$ cat config.mk
export PLATFORM = sky130hd
export DESIGN_NAME = regfile_occurrence_scanner_flat
export DESIGN_NICKNAME = d
export VERILOG_FILES = /design/src/rtl/regfile_occurrence_scanner_pkg.sv /design/src/rtl/regfile_occurrence_scanner_if.sv /design/src/rtl/regfile_occurrence_scanner_btn_toggle_sync.sv /design/src/rtl/regfile_occurrence_scanner.sv /design/src/flat_wrapper.sv
export SDC_FILE = /design/constraint.sdc
export NUM_CORES = 1
export LEC_CHECK = 0
export ABC_AREA = 1
export CAP_MARGIN = 30
export CORE_AREA = 5 5 109 111
export DETAILED_ROUTE_END_ITERATION = 12
export DIE_AREA = 0 0 114 116
export HOLD_SLACK_MARGIN = 0.03
export PLACE_DENSITY = 0.56
export SLEW_MARGIN = 10
export SYNTH_ARGS = -nofsm -noshare
export SYNTH_HDL_FRONTEND = slang
export SYNTH_SLANG_ARGS = --single-unit
$ cat constraint.sdc
create_clock -name clk -period 4.3 [get_ports clk]
set_clock_uncertainty 0.2 [all_clocks]
set_input_delay 0.86 -clock clk [delete_from_list [all_inputs] [get_ports clk]]
set_output_delay 0.86 -clock clk [all_outputs]
set_load 0.01 [all_outputs]
$ cat src/rtl/regfile_occurrence_scanner_pkg.sv
// Shared types and helpers for the register-file occurrence scanner.
// Holds the FSM state encoding, the scan mode values and the vector-width helper.
package regfile_occurrence_scanner_pkg;

   typedef enum logic [1:0] {
      IDLE   = 2'd0,
      SCAN   = 2'd1,
      FINISH = 2'd2
   } state_e;

   localparam logic MODE_XOR = 1'b0;
   localparam logic MODE_OR  = 1'b1;

   function automatic int vec_w(input int width);
      return 1 << width;
   endfunction

endpackage

$ cat src/rtl/regfile_occurrence_scanner_if.sv
// Bus between a controller and the occurrence scanner: register-file writes,
// scan request/completion and the registered scan results.
interface regfile_occurrence_scanner_if #(
   parameter int DEPTH = 8,
   parameter int WIDTH = 3
);
   import regfile_occurrence_scanner_pkg::*;

   localparam int VEC_W = vec_w(WIDTH);
   localparam int AW    = (DEPTH > 1) ? $clog2(DEPTH) : 1;

   // start is a request sampled only while busy is low; once taken, busy stays
   // high until the single-cycle done pulse, and extra starts are simply dropped.
   logic             wr_en;
   logic [AW-1:0]    wr_addr;
   logic [WIDTH-1:0] wr_data;
   logic             start;
   logic             mode;
   logic             busy;
   logic             done;
   logic             wr_err;
   logic [VEC_W-1:0] occ_vec;
   logic             parity;
   logic [WIDTH:0]   ones;
   logic [1:0]       fsm_state;

   modport master (
      output wr_en, wr_addr, wr_data, start, mode,
      input  busy, done, wr_err, occ_vec, parity, ones, fsm_state
   );

   modport slave (
      input  wr_en, wr_addr, wr_data, start, mode,
      output busy, done, wr_err, occ_vec, parity, ones, fsm_state
   );

endinterface

$ cat src/rtl/regfile_occurrence_scanner_btn_toggle_sync.sv
// Push-button conditioner: 2-flop synchroniser, rising-edge detect and a
// toggle register that flips once per detected press.
module btn_toggle_sync (
   input  logic clk,
   input  logic rst,
   input  logic btn,
   output logic toggle
);

   logic sync_1, sync_2, sync_prev;

   always_ff @(posedge clk or posedge rst) begin
      if (rst) begin
         sync_1    <= 1'b0;
         sync_2    <= 1'b0;
         sync_prev <= 1'b0;
         toggle    <= 1'b0;
      end else begin
         sync_1    <= btn;
         sync_2    <= sync_1;
         sync_prev <= sync_2;
         if (sync_2 && !sync_prev)
            toggle <= ~toggle;
      end
   end

endmodule

$ cat src/rtl/regfile_occurrence_scanner.sv
// DEPTH x WIDTH register file scanned one entry per clock into a 2^WIDTH-bit
// occurrence vector (XOR = odd count, OR = presence), with parity/popcount summary.
module regfile_occurrence_scanner
   import regfile_occurrence_scanner_pkg::*;
#(
   parameter int DEPTH = 8,
   parameter int WIDTH = 3,
   parameter int LED_W = 8
) (
   input  logic                        clk,
   input  logic                        rst,
   regfile_occurrence_scanner_if.slave bus,
   input  logic                        PB1,
   output logic [LED_W-1:0]            led
);

   localparam int VEC_W = vec_w(WIDTH);
   localparam int AW    = (DEPTH > 1) ? $clog2(DEPTH) : 1;
   localparam int SUM_W = (WIDTH + 2 > LED_W) ? WIDTH + 2 : LED_W;

   localparam logic [1:0] ST_IDLE   = IDLE;
   localparam logic [1:0] ST_SCAN   = SCAN;
   localparam logic [1:0] ST_FINISH = FINISH;

   logic [1:0]       state;
   logic [AW-1:0]    idx;
   logic [VEC_W-1:0] acc;
   logic             mode_q;
   logic [WIDTH-1:0] rf [DEPTH];
   logic             par_c;
   logic [WIDTH:0]   ones_c;
   logic             disp_sel;
   logic [SUM_W-1:0] summary;

   assign bus.fsm_state = state;

   always_comb begin
      ones_c = '0;
      for (int i = 0; i < VEC_W; i++)
         ones_c = ones_c + (WIDTH + 1)'(acc[i]);
   end

   assign par_c = ^acc;

   always_ff @(posedge clk or posedge rst) begin
      if (rst) begin
         state       <= ST_IDLE;
         idx         <= '0;
         acc         <= '0;
         mode_q      <= MODE_XOR;
         bus.busy    <= 1'b0;
         bus.done    <= 1'b0;
         bus.wr_err  <= 1'b0;
         bus.occ_vec <= '0;
         bus.parity  <= 1'b0;
         bus.ones    <= '0;
         for (int i = 0; i < DEPTH; i++)
            rf[i] <= '0;
      end else begin
         bus.done   <= 1'b0;
         // Writes are only legal while idle so the scan always sees a stable file.
         bus.wr_err <= bus.wr_en && (state != ST_IDLE);
         case (state)
            ST_IDLE: begin
               if (bus.wr_en && ({1'b0, bus.wr_addr} < (AW + 1)'(DEPTH)))
                  rf[bus.wr_addr] <= bus.wr_data;
               if (bus.start) begin
                  state    <= ST_SCAN;
                  mode_q   <= bus.mode;
                  acc      <= '0;
                  idx      <= '0;
                  bus.busy <= 1'b1;
               end
            end
            ST_SCAN: begin
               if (mode_q == MODE_OR)
                  acc[rf[idx]] <= 1'b1;
               else
                  acc[rf[idx]] <= ~acc[rf[idx]];
               if (idx == AW'(DEPTH - 1))
                  state <= ST_FINISH;
               else
                  idx <= idx + 1'b1;
            end
            ST_FINISH: begin
               bus.occ_vec <= acc;
               bus.parity  <= par_c;
               bus.ones    <= ones_c;
               bus.done    <= 1'b1;
               bus.busy    <= 1'b0;
               state       <= ST_IDLE;
            end
            default: state <= ST_IDLE;
         endcase
      end
   end

   btn_toggle_sync u_btn (
      .clk    (clk),
      .rst    (rst),
      .btn    (PB1),
      .toggle (disp_sel)
   );

   // Summary view is {ones, parity}, zero-padded or truncated to the LED bus.
   assign summary = SUM_W'({bus.ones, bus.parity});
   assign led     = disp_sel ? summary[LED_W-1:0] : bus.occ_vec[LED_W-1:0];

endmodule

$ cat src/flat_wrapper.sv
// flat-port wrapper written by rule: the top's interface ports become plain ports
module regfile_occurrence_scanner_flat import regfile_occurrence_scanner_pkg::*;
#(
   parameter int DEPTH = 8,
   parameter int WIDTH = 3,
   parameter int LED_W = 8
)
  (clk, rst, PB1, led, bus_wr_en, bus_wr_addr, bus_wr_data, bus_start, bus_mode, bus_busy, bus_done, bus_wr_err, bus_occ_vec, bus_parity, bus_ones, bus_fsm_state);
  regfile_occurrence_scanner_if #(.DEPTH(DEPTH), .WIDTH(WIDTH)) bus_i ();
  input  logic clk;
  input  logic rst;
  input  logic PB1;
  output logic [LED_W-1:0] led;
  input wire logic [$bits(bus_i.wr_en)-1:0] bus_wr_en;
  input wire logic [$bits(bus_i.wr_addr)-1:0] bus_wr_addr;
  input wire logic [$bits(bus_i.wr_data)-1:0] bus_wr_data;
  input wire logic [$bits(bus_i.start)-1:0] bus_start;
  input wire logic [$bits(bus_i.mode)-1:0] bus_mode;
  output wire logic [$bits(bus_i.busy)-1:0] bus_busy;
  output wire logic [$bits(bus_i.done)-1:0] bus_done;
  output wire logic [$bits(bus_i.wr_err)-1:0] bus_wr_err;
  output wire logic [$bits(bus_i.occ_vec)-1:0] bus_occ_vec;
  output wire logic [$bits(bus_i.parity)-1:0] bus_parity;
  output wire logic [$bits(bus_i.ones)-1:0] bus_ones;
  output wire logic [$bits(bus_i.fsm_state)-1:0] bus_fsm_state;
  assign bus_i.wr_en = bus_wr_en;
  assign bus_i.wr_addr = bus_wr_addr;
  assign bus_i.wr_data = bus_wr_data;
  assign bus_i.start = bus_start;
  assign bus_i.mode = bus_mode;
  assign bus_busy = bus_i.busy;
  assign bus_done = bus_i.done;
  assign bus_wr_err = bus_i.wr_err;
  assign bus_occ_vec = bus_i.occ_vec;
  assign bus_parity = bus_i.parity;
  assign bus_ones = bus_i.ones;
  assign bus_fsm_state = bus_i.fsm_state;
  regfile_occurrence_scanner #(.DEPTH(DEPTH), .WIDTH(WIDTH), .LED_W(LED_W)) u_core (.clk(clk), .rst(rst), .bus(bus_i), .PB1(PB1), .led(led));
endmodule
==> run_summary.xml <==
<?xml version="1.0" encoding="UTF-8"?>
<metrics>
  <group name="layout">
    <metric name="nets" unit="">470</metric>
    <metric name="n_antenna_cell" unit="">0</metric>
    <metric name="fraction_of_layout_instances_using_a_drive_strength_above_1" unit="">0.121</metric>
    <metric name="multi_input_comb_area" unit="mm^2">0.00141</metric>
    <metric name="post-route-cell-area" unit="mm^2">0.00389</metric>
    <metric name="fillCellCount" unit="">1139</metric>
    <metric name="area.growth.synth_to_final" unit="%">22.8</metric>
    <metric name="layout.cells.most_common" unit="">sky130_fd_sc_hd__nand2_1</metric>
    <metric name="seq_area" unit="mm^2">0.00145</metric>
    <metric name="layout.cells.most_common_list" unit="">sky130_fd_sc_hd__nand2_1 (118), sky130_fd_sc_hd__inv_1 (63), sky130_fd_sc_hd__dfrtp_1 (58)</metric>
  </group>
  <group name="min_path">
    <metric name="worst_hold_path_type" unit="">flip-flop to flip-flop</metric>
    <metric name="worst_hold_startpoint" unit="">u_core.u_btn.sync_1$_DFF_PP0_</metric>
  </group>
  <group name="global_routing">
    <metric name="first_global_vias" unit="">2641</metric>
    <metric name="use_met3" unit="">0.0339</metric>
    <metric name="routing_usage_on_met2" unit="">0.198</metric>
    <metric name="grtUsageTotal" unit="">0.118</metric>
    <metric name="grt_first_pass_wirelength" unit="um">12300</metric>
    <metric name="sum_of_overflow_across_all_layers_after_global_routing" unit="">0</metric>
    <metric name="globalRoute.busiestLayer" unit="">met2</metric>
    <metric name="grt_start_max_net_pins" unit="">35</metric>
    <metric name="antenna_found_initial" unit="">0</metric>
    <metric name="gr-usage-met1" unit="">0.140</metric>
  </group>
  <group name="placed_design">
    <metric name="detailedPlace.worstSlack" unit="ns">1.22</metric>
    <metric name="placed_standard_cell_area" unit="mm^2">0.00369</metric>
    <metric name="detailedPlacementHpwl" unit="um">5400</metric>
    <metric name="numPortBuffers" unit="">37</metric>
    <metric name="gp_congestion" unit="">0.840</metric>
  </group>
  <group name="yosys">
    <metric name="synth-seq-cells" unit="">58</metric>
    <metric name="synth_warnings" unit="">0</metric>
    <metric name="syn_inst" unit="">406</metric>
    <metric name="combinational_family_with_the_most_area_after_synthesis" unit="">simple AND/OR/NAND/NOR gates</metric>
    <metric name="yosysUniqueCellTypes" unit="">24</metric>
    <metric name="synth_compound_area_frac" unit="">0.106</metric>
    <metric name="yosys.area_share.adder" unit="">0.0450</metric>
    <metric name="synthesis.area" unit="mm^2">0.00317</metric>
    <metric name="yosys-mux-area-fraction" unit="">0</metric>
    <metric name="synthXorXnorAreaFrac" unit="">0.0221</metric>
    <metric name="synth-simple-area-share" unit="">0.272</metric>
    <metric name="synth_area_per_cell" unit="um^2">7.81</metric>
    <metric name="total_nets_after_synthesis" unit="">427</metric>
    <metric name="register_area_share_after_synthesis" unit="">0.458</metric>
  </group>
  <group name="setup_path">
    <metric name="crit_path_start_kind" unit="">flip-flop</metric>
    <metric name="worstSetupEndpointType" unit="">flip-flop</metric>
    <metric name="criticalPathCategory" unit="">flip-flop to flip-flop</metric>
    <metric name="regToRegStartpoint" unit="">u_core.acc[0]$_DFFE_PP0P_</metric>
    <metric name="timing.critical_path.arrival" unit="ns">3.17</metric>
    <metric name="timing.critical_path.fanout_max" unit="">5</metric>
    <metric name="cp-startpoint" unit="">u_core.acc[0]$_DFFE_PP0P_</metric>
    <metric name="worst-endpoint-required" unit="ns">4.37</metric>
  </group>
  <group name="die">
    <metric name="fp.dieW" unit="um">114</metric>
    <metric name="dieHeight" unit="um">116</metric>
    <metric name="placement_rows" unit="">38</metric>
    <metric name="floorplan.die_area" unit="mm^2">0.0132</metric>
    <metric name="top_level_ports" unit="">38</metric>
    <metric name="core" unit="mm^2">0.0107</metric>
    <metric name="floorplan.initialDensity" unit="">0.296</metric>
  </group>
  <group name="clock_network">
    <metric name="clock_tree_buf_depth" unit="">2</metric>
    <metric name="h-tree-depth" unit="">3</metric>
    <metric name="cts_tree" unit="">built</metric>
    <metric name="clock_root_buffer" unit="">sky130_fd_sc_hd__clkbuf_8</metric>
    <metric name="skew_pair_late_insertion_delay" unit="ns">0.35</metric>
    <metric name="post-cts-setup-buffer-count" unit="">0</metric>
    <metric name="cells_resized_by_post_cts_repair" unit="">0</metric>
    <metric name="post_cts_hold_fix_bufs" unit="">0</metric>
    <metric name="cts.sink_count" unit="">58</metric>
    <metric name="path_clk_slew" unit="ns">0.07</metric>
    <metric name="cts_inserted_buffers" unit="">9</metric>
  </group>
  <group name="timing">
    <metric name="fraction_of_the_cycle_the_final_worst_path_needs" unit="">0.722</metric>
    <metric name="max_frequency" unit="GHz">0.322</metric>
    <metric name="timing.max_slew.rel_slack" unit="">0.535</metric>
    <metric name="hold_ws" unit="ns">0.155</metric>
    <metric name="finalWorstSetupSlack" unit="ns">1.20</metric>
    <metric name="max_slew.worst_pin.slew" unit="ns">0.696</metric>
    <metric name="post_route_setup_tns" unit="ns">0</metric>
    <metric name="rsz_0062_raised_after_global_routing" unit="">no</metric>
    <metric name="slew_violations" unit="">0</metric>
    <metric name="finalHoldViolations" unit="">0</metric>
    <metric name="minimum_period_implied_by_the_final_worst_setup_slack" unit="ns">3.10</metric>
    <metric name="setup_viol" unit="">0</metric>
  </group>
  <group name="power">
    <metric name="total_leakage_power" unit="nW">1.85</metric>
    <metric name="total_power" unit="mW">3.30</metric>
    <metric name="power.density" unit="mW/mm^2">847</metric>
    <metric name="max_vdd_drop" unit="uV">305</metric>
  </group>
  <group name="detailed_routing">
    <metric name="detailroute.via_count" unit="">2618</metric>
    <metric name="avgViaCountPerCell" unit="">4.41</metric>
    <metric name="avgRoutedWirePerCell" unit="um">12.1</metric>
    <metric name="first_iter_violations" unit="">70</metric>
    <metric name="detail_route.wirelength" unit="um">7210</metric>
    <metric name="drt_first_pass_iters" unit="">4</metric>
    <metric name="drcViolationCount" unit="">0</metric>
    <metric name="drtAntennaViolNets" unit="">0</metric>
  </group>
  <group name="outcome">
    <metric name="run_status" unit="">completed</metric>
  </group>
  <group name="flow_run">
    <metric name="max_cap_violations" unit="">0</metric>
  </group>
</metrics>
## worst max-delay path, cell delays in order, from the launching register on
cell and delay [ns]:
sky130_fd_sc_hd__dfrtp_1 0.43, sky130_fd_sc_hd__ha_1 0.34, sky130_fd_sc_hd__inv_1 0.06, sky130_fd_sc_hd__fa_1 0.49, sky130_fd_sc_hd__fa_1 0.43, sky130_fd_sc_hd__fa_1 0.41, sky130_fd_sc_hd__fa_1 0.40, sky130_fd_sc_hd__xor2_1 0.15
sky130_fd_sc_hd__o21ai_0 0.13
## final timing paths
kind                       slack (ns)  cells after the start                        endpoint
max                              1.20                      8  u_core.bus.ones[2]$_DFFE_PP0P_
min                              0.15                      0   u_core.u_btn.sync_2$_DFF_PP0_
max reg2reg                      1.20                      8  u_core.bus.ones[2]$_DFFE_PP0P_
min reg2reg                      0.15                      0   u_core.u_btn.sync_2$_DFF_PP0_
max in group asynchronous        2.37                      3       u_core.rf[18]$_DFFE_PP0P_
min in group asynchronous        0.74                      2       u_core.acc[1]$_DFFE_PP0P_
## synthesized netlist by cell type (all sizes together)
cell type / instances / area, um^2
a21oi: 10 / 50.1
nor2: 25 / 119
clkinv: 1 / 3.75
xnor2: 6 / 52.6
nand2: 131 / 529
dfrtp: 58 / 1450
buf: 3 / 27.5
nor3: 4 / 20.0
clkbuf: 4 / 15.0
o21ai: 55 / 287
xor2: 2 / 17.5
nand3b: 1 / 7.51
ha: 5 / 62.6
nand3: 28 / 188
fa: 4 / 80.1
inv: 69 / 259
## state kept, by name, indices dropped and copies added, names as in the netlist
register,cells
u_core.rf,24
u_core.acc,8
u_core.bus.occ_vec,8
u_core.bus.ones,4
u_core.idx,3
u_core.bus.fsm_state,2
u_core.bus.busy,1
u_core.bus.done,1
u_core.bus.parity,1
u_core.bus.wr_err,1
u_core.mode_q,1
u_core.u_btn.sync_1,1
u_core.u_btn.sync_2,1
u_core.u_btn.sync_prev,1
u_core.u_btn.toggle,1
## power by group
group,switching [mW],internal [mW]
logic,1.03,0.743
registers,0.215,0.785
clock network,0.225,0.298
## metrics by stage
step                      instances  utilization
after floorplan                 406            -
after CTS                       594        0.364
final                           594        0.364
after detailed placement        578        0.345
after global placement          578        0.345
after global routing            594        0.364
## cell type report
| type | instances | share of cell area |
|---|---|---|
| Timing Repair Buffer | 39 | 0.0990 |
| Multi-Input combinational cell | 271 | 0.363 |
| Inverter | 70 | 0.0675 |
| Clock buffer | 12 | 0.0399 |
| Tap cell | 140 | 0.0450 |
| Sequential cell | 58 | 0.373 |
| Clock inverter | 4 | 0.0129 |
## cells by family (layout without fill, tap and decap cells)
family | Yosys count | after routing
flops | 58 | 58
simple gates | 189 | 189
buf+inv | 77 | 125
fa+ha+maj | 9 | 9
xor+xnor | 8 | 8
compound gates | 65 | 65
## layer usage
layer | routed length, um | share of wire | vias up
li1 | - | - | 1342
met4 | 175 | 0.024 | 0
met3 | 362 | 0.050 | 17
met1 | 3260 | 0.45 | 1199
met2 | 3400 | 0.47 | 60
met5 | 0 | 0 | -
No activity file was read; power rests on OpenSTA's default activity.
